===== config.mk =====
export PLATFORM = sky130hd
export DESIGN_NAME = pipe_slot_arbiter
export DESIGN_NICKNAME = d
export VERILOG_FILES = /design/src/rtl/pipe_slot_arbiter.sv
export SDC_FILE = /design/constraint.sdc
export NUM_CORES = 1
export LEC_CHECK = 0
export ABC_AREA = 1
export CORE_ASPECT_RATIO = 0.6
export CORE_MARGIN = 2
export CORE_UTILIZATION = 55
export CTS_BUF_LIST = sky130_fd_sc_hd__clkbuf_4
export DETAILED_ROUTE_END_ITERATION = 6
export PLACE_DENSITY = 0.91
export REMOVE_ABC_BUFFERS = 1
export SYNTH_ARGS = -nofsm -noshare
export SYNTH_HDL_FRONTEND = slang
export SYNTH_SLANG_ARGS = --single-unit

===== constraint.sdc =====
create_clock -name clk_in -period 2.3 [get_ports clk_in]
set_input_delay 0.345 -clock clk_in [delete_from_list [all_inputs] [get_ports clk_in]]
set_output_delay 0.345 -clock clk_in [all_outputs]
set_load 0.005 [all_outputs]

===== src/rtl/pipe_slot_arbiter.sv =====
// Round-robin issue arbiter with a LATENCY-deep ID shadow pipeline and per-requester in-flight caps.
// Optional build macro PIPE_SLOT_ARB_PRIO0_EN gives requester 0 strict priority over the rotation.
module pipe_slot_arbiter #(
    parameter  int NUM_REQ = 4,
    parameter  int LATENCY = 3,
    parameter  int MAX_OUT = 2,
    localparam int IDW     = $clog2(NUM_REQ)
) (
    input  logic               clk_in,
    input  logic               rst_n_in,
    input  logic [NUM_REQ-1:0] req_in,
    input  logic               hold_in,
    input  logic               flush_in,
    output logic [NUM_REQ-1:0] gnt_out,
    output logic               issue_valid_out,
    output logic [IDW-1:0]     issue_id_out,
    output logic               pipe_en_out,
    output logic [NUM_REQ-1:0] done_out,
    output logic [IDW-1:0]     done_id_out,
    output logic               busy_out
);

    localparam int             CW        = $clog2(MAX_OUT + 1);
    localparam logic [CW-1:0]  MAX_CNT   = CW'(MAX_OUT);
    localparam logic [IDW:0]   NUM_REQ_W = (IDW + 1)'(NUM_REQ);

    logic [IDW-1:0]     ptr_q, ptr_d;
    logic [LATENCY-1:0] stage_vld_q, stage_vld_d;
    logic [IDW-1:0]     stage_id_q [LATENCY];
    logic [IDW-1:0]     stage_id_d [LATENCY];
    logic [CW-1:0]      cnt_q [NUM_REQ];
    logic [CW-1:0]      cnt_d [NUM_REQ];

    logic [NUM_REQ-1:0] eligible;
    logic [NUM_REQ-1:0] rr_elig;
    logic               rr_found;
    logic [IDW-1:0]     rr_id;
    logic [IDW:0]       scan;
    logic [IDW:0]       ptr_nxt;
    logic               issue_valid;
    logic [IDW-1:0]     issue_id;
    logic               done_valid;
    logic [IDW-1:0]     tail_id;
    logic [NUM_REQ-1:0] inc_vec;
    logic [NUM_REQ-1:0] dec_vec;

    // Slots freed by a same-cycle completion are not visible until the next cycle.
    always_comb begin
        eligible = '0;
        for (int i = 0; i < NUM_REQ; i++) begin
            eligible[i] = req_in[i] && (cnt_q[i] < MAX_CNT) && !hold_in && !flush_in;
        end
    end

    always_comb begin
        rr_elig  = eligible;
`ifdef PIPE_SLOT_ARB_PRIO0_EN
        rr_elig[0] = 1'b0;
`endif
        rr_found = 1'b0;
        rr_id    = '0;
        scan     = '0;
        for (int k = 0; k < NUM_REQ; k++) begin
            scan = {1'b0, ptr_q} + (IDW + 1)'(k);
            if (scan >= NUM_REQ_W) begin
                scan = scan - NUM_REQ_W;
            end
            if (!rr_found && rr_elig[scan[IDW-1:0]]) begin
                rr_found = 1'b1;
                rr_id    = scan[IDW-1:0];
            end
        end
    end

    always_comb begin
        issue_valid = 1'b0;
        issue_id    = '0;
        ptr_d       = ptr_q;
        ptr_nxt     = {1'b0, rr_id} + (IDW + 1)'(1);
        if (ptr_nxt == NUM_REQ_W) begin
            ptr_nxt = '0;
        end
`ifdef PIPE_SLOT_ARB_PRIO0_EN
        // Priority grants to requester 0 leave the rotation pointer alone.
        if (eligible[0]) begin
            issue_valid = 1'b1;
            issue_id    = '0;
        end else if (rr_found) begin
            issue_valid = 1'b1;
            issue_id    = rr_id;
            ptr_d       = ptr_nxt[IDW-1:0];
        end
`else
        if (rr_found) begin
            issue_valid = 1'b1;
            issue_id    = rr_id;
            ptr_d       = ptr_nxt[IDW-1:0];
        end
`endif
    end

    always_comb begin
        gnt_out = '0;
        if (issue_valid) begin
            gnt_out[issue_id] = 1'b1;
        end
    end

    assign issue_valid_out = issue_valid;
    assign issue_id_out    = issue_id;
    assign pipe_en_out     = ~hold_in;

    assign tail_id    = stage_id_q[LATENCY-1];
    assign done_valid = stage_vld_q[LATENCY-1] && !hold_in && !flush_in;

    always_comb begin
        done_out    = '0;
        done_id_out = '0;
        if (done_valid) begin
            done_out[tail_id] = 1'b1;
            done_id_out       = tail_id;
        end
    end

    assign busy_out = |stage_vld_q;

    // Flush wins over hold so that a held pipeline can still be emptied.
    always_comb begin
        stage_vld_d = stage_vld_q;
        for (int k = 0; k < LATENCY; k++) begin
            stage_id_d[k] = stage_id_q[k];
        end
        if (flush_in) begin
            stage_vld_d = '0;
        end else if (!hold_in) begin
            stage_vld_d[0] = issue_valid;
            stage_id_d[0]  = issue_id;
            for (int k = 1; k < LATENCY; k++) begin
                stage_vld_d[k] = stage_vld_q[k-1];
                stage_id_d[k]  = stage_id_q[k-1];
            end
        end
    end

    always_comb begin
        inc_vec = '0;
        dec_vec = '0;
        for (int i = 0; i < NUM_REQ; i++) begin
            inc_vec[i] = issue_valid && (issue_id == IDW'(i));
            dec_vec[i] = done_valid && (tail_id == IDW'(i));
            cnt_d[i]   = cnt_q[i];
            if (flush_in) begin
                cnt_d[i] = '0;
            end else if (inc_vec[i] && !dec_vec[i]) begin
                cnt_d[i] = cnt_q[i] + CW'(1);
            end else if (dec_vec[i] && !inc_vec[i]) begin
                cnt_d[i] = cnt_q[i] - CW'(1);
            end
        end
    end

    always_ff @(posedge clk_in or negedge rst_n_in) begin
        if (!rst_n_in) begin
            ptr_q       <= '0;
            stage_vld_q <= '0;
            for (int k = 0; k < LATENCY; k++) begin
                stage_id_q[k] <= '0;
            end
            for (int i = 0; i < NUM_REQ; i++) begin
                cnt_q[i] <= '0;
            end
        end else begin
            ptr_q       <= ptr_d;
            stage_vld_q <= stage_vld_d;
            for (int k = 0; k < LATENCY; k++) begin
                stage_id_q[k] <= stage_id_d[k];
            end
            for (int i = 0; i < NUM_REQ; i++) begin
                cnt_q[i] <= cnt_d[i];
            end
        end
    end

endmodule


==> results.yml, run 1 <==
status:
  status: "stopped before the end"
  failing_step: "5_1_grt"
  toolErrorMsg: "[ERROR GRT-0232] Routing congestion too high. Check the congestion heatmap in the GUI."
cts:
  cts_root_buf: "clkbuf_4"
  clock_sink_count: 19
  cts_buffers: 3
  clock_path_buffers: 2
  cts_hold_buffers: 0
  htreeDepth: 1
placed_design:
  placed_cells: 278
  dp_hpwl_um: 3180
  port_buffers: 22
  gp_congestion: 0.950
synth:
  synthSimpleGateAreaFrac_pct: 48.2
  syn_inst: 194
  syn_area_per_cell_um2: 7.65
  synth_compound_area_share_pct: 4.64
  synthAdderAreaFrac_pct: 0
  synth-seq-area-share_pct: 32.0
  synth_top_area_share_pct: 32.0
  yosysUniqueCellTypes: 28
  synth_top_family_by_area: "simple AND/OR/NAND/NOR gates"
  muxShareOfSynthArea_pct: 0
  ys_top_cells_by_area: "dfrtp_1 32%, nand2_1 12%, inv_1 7.3%"
  ys_seq_elements: 19
  yosys_warnings: 0
  post_synth_xor_area_fraction_pct: 4.05
  syn_area_mm2: 0.00148
  yosysTopAreaCell: "dfrtp_1"
global_route:
  grt_usage_pct: 72.5
  grt_overflow: 17
  grt_max_degree: 20
floorplan:
  rows: 14
  num_io_pins: 23
  die_h_um: 44.2
  die_x_um: 71.1
  start_util_pct: 58.4
timing:
  endpoint_type: "output port"
  postGrtWorstEndpoint: "gnt_out[1]"
## per-layer routing
layer  global-route usage (%)  overflow
met1                     76.2         1
met2                     88.2        10
met3                     54.9         0
met4                     75.5         6
met5                     9.52         0
## synthesized netlist by cell type
| cell type | count |
|---|---|
| o21ai_1 | 2 |
| nand3_1 | 15 |
| nand4_2 | 1 |
| buf_6 | 3 |
| inv_4 | 1 |
| nor3_1 | 1 |
| o21ai_0 | 3 |
| o21ai_2 | 1 |
| dfrtp_1 | 19 |
| nor2_4 | 3 |
| nand2_8 | 1 |
| nand3_2 | 10 |
| xnor2_2 | 1 |
| nand4_1 | 8 |
| nor2_2 | 1 |
| nand3b_1 | 1 |
| nand2_2 | 11 |
| inv_2 | 2 |
| o22ai_1 | 2 |
| o211ai_1 | 1 |
| nand2_1 | 48 |
| nor2_8 | 2 |
| nor2_1 | 13 |
| xor2_1 | 5 |
| a21oi_1 | 3 |
| buf_4 | 1 |
| nand2_4 | 6 |
| inv_1 | 29 |
## metrics by stage
step	setup WS (ns)	area, um^2	hold WS, ns	util (%)	setup TNS [ns]
3_3_place_gp	-0.565	1960	0.456	77.1	-6.64
3_5_place_dp	-0.671	1960	0.462	77.1	-8.67
2_1_floorplan	0.403	1440	0.0494	-	0
4_1_cts	-0.128	2290	0.367	90.1	-0.747
## cell families after synthesis
family,after synthesis
XOR/XNOR,6
buffers and inverters,36
AO/OA/AOI/OAI,12
AND/OR/NAND/NOR,121
flip-flops,19
## what timing repair did
| action | CTS |
|---|---|
| pin swaps | 30 |
| gates resized for setup | 82 |
| gates cloned | 1 |
| buffers inserted | 21 |
| setup endpoints to repair | 14 |
==> inputs of run 2 (changes only) <==
Settings changed: CORE_ASPECT_RATIO 0.6 to default, CORE_UTILIZATION 55 to 40, CTS_BUF_LIST sky130_fd_sc_hd__clkbuf_4 to default, PLACE_DENSITY 0.91 to default, PLACE_DENSITY_LB_ADDON from default to 0.15.
==> run 2 against run 1 <==
The flow now finishes, with violations (setup timing). Synthesized area stayed put. Synthesized cell count stayed put.
==> results.yml, run 2 <==
floorplan:
  die_area_mm2: 0.00421
  num_io_pins: 23
  start_util_pct: 41.2
  die_x_um: 64.9
  rows: 22
  die_h_um: 64.9
  core-area_mm2: 0.00361
status:
  violations: "setup timing"
  status: "complete, but fails checks"
setup_path:
  cp-end-kind: "output port"
  worstPathMaxFanout: 8
  critPathKind: "reg -> out"
  cp_data_required_time_ns: 1.96
  cp.arrival_ns: 2.06
  worstSetupStartpointType: "flop"
cts:
  cts_tree: "yes"
  htreeDepth: 1
  cts_root_buf: "clkbuf_8"
  clock_sink_count: 19
  cts_hold_buffers: 0
  clk_latency_ns: 0.26
  clock_path_buffers: 2
  clkSlewWorstSetupHoldPaths_ns: 0.07
  cts_buffers: 3
finish:
  largest_reg_flops: 8
  nets: 276
  seqCellArea_um2: 478
  fill_cells: 305
  final_cell_mix: "40 x buf_4, 38 x nand2_1, 20 x inv_1"
  layout-drive-gt1-share_pct: 52.4
  post-route-util_pct: 66.8
  diodes: 0
  regMostFlops: "cnt_q"
  area_growth_pct: 62.4
  layout_commonest_cell: "buf_4"
  largestRegisters: "cnt_q: 8 flops, stage_id_q: 4 flops, stage_vld_q: 3 flops"
  fin_area_mm2: 0.00241
  multi_input_area_mm2: 0.00106
synth:
  synth-seq-area-share_pct: 32.0
  yosysTopAreaCell: "dfrtp_1"
  synth_top_area_share_pct: 32.0
  ys_top_cells_by_area: "dfrtp_1 32%, nand2_1 12%, inv_1 7.3%"
  async_flop_share_pct: 100
  syn_inst: 194
  yosysMostFrequentCell: "nand2_1"
  synth_edf_count: 0
  synth_ff_type: "dfrtp_1"
  yosys_warnings: 0
  syn_area_mm2: 0.00148
  ys_seq_elements: 19
  syn_area_per_cell_um2: 7.65
  yosysUniqueCellTypes: 28
  synth_commonest_cells: "48 x nand2_1, 29 x inv_1, 19 x dfrtp_1, 15 x nand3_1, 13 x nor2_1"
power:
  p_per_area_mw_per_mm2: 1430
  power_w: 0.00344
  seqPwrFrac_pct: 17.7
  p_comb_share_pct: 75.4
  power_leakage_nw: 1.27
  sw_frac_of_total_pct: 46.2
  p_clk_share_pct: 6.9
  p_int_w: 0.00185
  max-vdd-ir-drop_mv: 0.575
  switchingPower_w: 0.00159
global_route:
  grt_pass1_vias: 1532
  grt_max_degree: 20
  grt_overflow: 0
  grt_usage_pct: 20.7
  grt_pass1_wl_um: 6710
  antenna_found_initial: 0
drt:
  wl_per_cell_um: 13.5
  routed_via_density: 4.89
  drt_iter0_markers: 66
  wirelength_um: 4250
  drtAntennaViolNets: 0
  drcViolationCount: 0
  first_pass_iters: 4
  vias: 1541
timing:
  hold_violations: 0
  fin_skew_ns: 0.00399
  whs_ns: 0.416
  period_share_pct: 105
  fmax_mhz: 415
  rsz0062_at_grt: "yes"
  worst_pin_slew_ns: 0.491
  fin_crit_ns: 2.41
  slew_headroom_pct: 67.2
  drv_slew: 0
  finalSetupViolCount: 5
  layout_setup_ws_ns: -0.109
placed_design:
  gp_congestion: 0.868
  dp_hpwl_um: 2830
  pre_cts_ws_ns: -0.606
  port_buffers: 22
  dpl-instance-area_mm2: 0.00196
flow_run:
  drv_cap: 0
worst_hold_path:
  hold_class: "in -> async"
## run 2: area by class of cell
cell class	count	share of cell area, %
inverters	32	5.30
repair buffers	72	26.4
clock buffers	4	1.87
well taps	48	2.49
multi-input cells	140	44.1
flip-flops and latches	19	19.8
## run 2: critical path: stages, from the launching register on
cell and delay, ns:
dfrtp_2 0.56, clkinv_4 0.17, nand3_4 0.12, nand3_2 0.11
nand2_4 0.12, nand4_1 0.11, nand2_2 0.13, nand2_8 0.07
buf_6 0.12, buf_6 0.11, nand2_4 0.05, inv_2 0.04
buf_6 0.10
## run 2: kinds of logic after synthesis
logic type	after synthesis	synth area share (%)
AOI/OAI and AO/OA	12	4.64
xor gates and xnor gates	6	4.05
buffers and inverters	36	11.0
DFF	19	32.0
and+or+nand+nor	121	48.2
## run 2: timing repair
item	in CTS	in global routing
resized for setup	59	42
endpoints found under the setup margin	13	15
pin swaps	21	20
cloned	1	0
buffers inserted	11	9
## run 2: through the flow
step | TNS (ns) | instances
after floorplan | 0 | 190
after global placement | -6.63 | 291
after detailed placement | -7.27 | 291
after CTS | -0.295 | 307
after global routing | -1.15 | 315
final | -0.349 | 315
## run 2: power by group through the flow
| stage | combinational [W] | clock, W | sequential (W) |
|---|---|---|---|
| 4_1_cts | 0.00223 | 0.000247 | 0.000604 |
| 3_3_place_gp | 0.00191 | 0 | 0.000568 |
| 2_1_floorplan | 0.00118 | 0 | 0.000568 |
| 3_5_place_dp | 0.00196 | 0 | 0.000572 |
| 6_report | 0.00259 | 0.000237 | 0.000609 |
| 5_1_grt | 0.00280 | 0.000264 | 0.000627 |
## run 2: path summary, 6_finish.rpt
path,start,end,slack [ns],cells after the start
worst max register to register,ptr_q[0],cnt_q[2],0.09,16
min in group clk_in,stage_id_q[2],stage_id_q[2],0.48,2
worst min-delay path,rst_n_in,stage_vld_q[1],0.42,2
worst max-delay path,ptr_q[0],gnt_out[2],-0.11,12
max in group asynchronous,rst_n_in,ptr_q[1],1.66,2
worst min register to register,stage_id_q[2],stage_id_q[2],0.48,2
## run 2: per-layer routing
layer	track usage, %	routed length (um)
met1	24.6	1720
met3	3.47	123
met2	36.5	2210
met4	9.04	204
met5	0	0
(Power assumes the default switching activity.)
==> inputs of run 3 (changes only) <==
--- a/config.mk
+++ b/config.mk
@@ -11,4 +11,6 @@
 export DETAILED_ROUTE_END_ITERATION = 6
+export HOLD_SLACK_MARGIN = 0.02
 export PLACE_DENSITY_LB_ADDON = 0.15
 export REMOVE_ABC_BUFFERS = 1
+export SLEW_MARGIN = 5
 export SYNTH_ARGS = -nofsm -noshare
==> constraint.sdc (replaced) <==
create_clock -name clk_in -period 2.3 [get_ports clk_in]
set_input_delay 0.23 -clock clk_in [delete_from_list [all_inputs] [get_ports clk_in]]
set_output_delay 0.23 -clock clk_in [all_outputs]
set_load 0.005 [all_outputs]
==> run 3 against run 2 <==
Global-route usage shrank 1.8 points. Hold slack lost 0.10 ns. Largest cell class unchanged. Highest routed layer unchanged. First-iteration DRC count is 6.1% higher. The run still ends with setup timing left. Setup slack improved by 0.088 ns.
==> results.yml, run 3 (synthesized netlist as in run 2, its figures left out) <==
floorplan:
  die_x_um: 64.9
  die_area_mm2: 0.00421
  num_io_pins: 23
  core-area_mm2: 0.00361
  die_h_um: 64.9
  start_util_pct: 41.2
  rows: 22
drt:
  drt_iter0_markers: 70
  first_pass_iters: 4
  vias: 1446
  drcViolationCount: 0
  drtAntennaViolNets: 0
  wirelength_um: 3700
  wl_per_cell_um: 12.2
  routed_via_density: 4.76
timing:
  finalSetupViolCount: 1
  whs_ns: 0.315
  slew_headroom_pct: 68.8
  fin_crit_ns: 2.32
  fin_skew_ns: 0.00426
  period_share_pct: 101
  drv_slew: 0
  worst_pin_slew_ns: 0.467
  layout_setup_ws_ns: -0.0206
  rsz0062_at_grt: "yes"
  hold_violations: 0
  fmax_mhz: 431
setup_path:
  cpPeakStageDelay_ns: 0.46
  cp.arrival_ns: 2.09
  worstPathMaxFanout: 4
  cp_data_required_time_ns: 2.07
  cp-end-kind: "output port"
  cp_cell_sequence: "clkdlybuf4s50_1, inv_1, nor2_1, buf_4, nand3_4, nand3_1, nand2_2, nand3b_1, nand2_2, buf_4, nor2_8, nand3_4, inv_1, dlygate4sd2_1"
  worstSetupStartpointType: "primary input"
  slowest_stage: "clkdlybuf4s50_1"
  critPathKind: "in -> out"
power:
  p_per_area_mw_per_mm2: 1410
  power_leakage_nw: 1.15
  power_w: 0.00303
  max-vdd-ir-drop_mv: 0.421
finish:
  largest_reg_flops: 8
  layout_commonest_cell: "nand2_1"
  area_growth_pct: 45.1
  fin_cells: 304
  diodes: 0
  nets: 265
  fin_area_mm2: 0.00215
  final_cell_mix: "44 x nand2_1, 38 x buf_4, 27 x inv_1"
  layout-drive-gt1-share_pct: 41.4
  regMostFlops: "cnt_q"
  largestRegisters: "cnt_q: 8 flops, stage_id_q: 4 flops, stage_vld_q: 3 flops"
cts:
  clkSlewWorstSetupHoldPaths_ns: 0.07
  htreeDepth: 1
  clock_path_buffers: 2
  clock_sink_count: 19
  cts_root_buf: "clkbuf_8"
  clk_latency_ns: 0.25
  cts_tree: "yes"
  cts_buffers: 3
placed_design:
  port_buffers: 22
  dpl-instance-area_mm2: 0.00192
  placed_cells: 286
  dp_hpwl_um: 2840
  gp_congestion: 0.840
global_route:
  antenna_found_initial: 0
  grt_pass1_wl_um: 6200
  grt_pass1_vias: 1458
  grt_usage_pct: 18.9
  grt_max_degree: 20
  grt_overflow: 0
status:
  violations: "setup timing"
  status: "complete, but fails checks"
flow_run:
  drv_cap: 0
worst_hold_path:
  hold_class: "in -> async"
## run 3: cell types whose count changed in the layout (fill, tap and decap cells not counted), moves of 4 or more
cell | previous run | this run
nand2_1 | 38 | 44
clkdlybuf4s50_1 | 7 | 13
nand3_4 | 7 | 3
inv_1 | 20 | 27
nand3_1 | 6 | 11
nand2_4 | 10 | 6
inv_2 | 10 | 3
buf_6 | 10 | 0
## run 3: per-layer routing
layer	vias to the layer above	GRT usage (%)	part of all wire [%]
li1	738	-	-
met1	690	22.3	45
met2	16	35.7	52
met3	2	2.60	2.5
met4	0	4.52	0.54
met5	-	0	0
## run 3: area by class of cell
cell class | count | area [um^2]
multi-input combinational | 140 | 943
tap | 48 | 60.1
clock buffer | 4 | 45.0
inverter | 32 | 125
fill | 327 | 1450
sequential | 19 | 478
timing repair buffer | 61 | 502
## run 3: what timing repair did
| action | 4_1_cts | 5_1_grt |
|---|---|---|
| gates resized for setup | 28 | 17 |
| buffers inserted | 7 | 6 |
| pin swaps | 6 | 11 |
| cloned | 1 | 0 |
| hold buffers | 0 | 0 |
| endpoints found under the setup margin | 13 | 9 |
## run 3: worst max-delay path: cells and delay by family
family        cells  cell delay [ns]
buf+inv           6             1.07
simple gates      8             0.78
## run 3: path summary, 6_finish.rpt
check	start	endpoint	slack (ns)	depth (start not counted)
hold reg to reg	stage_id_q[3]	stage_id_q[3]	0.49	2
setup reg to reg	ptr_q[0]	cnt_q[0]	0.24	13
min in group clk_in	flush_in	cnt_q[0]	0.49	5
setup / recovery	req_in[0]	gnt_out[0]	-0.02	14
max in group asynchronous	rst_n_in	ptr_q[1]	1.76	2
hold / removal	rst_n_in	stage_vld_q[0]	0.31	2
## run 3: through the flow
step,setup TNS (ns),util (%),worst slack [ns]
finish,-0.0206,59.7,-0.0206
floorplan,0,-,0.441
global route,-0.152,59.7,-0.134
global placement,-2.92,53.2,-0.313
detailed placement,-3.83,53.2,-0.363
CTS,-0.0143,58.0,-0.0143
## run 3: report_power, final
group	switching (W)	internal, W
Combinational	0.00114	0.00105
Clock	0.000108	0.000123
Sequential	0.000141	0.000463
Total	0.00139	0.00164
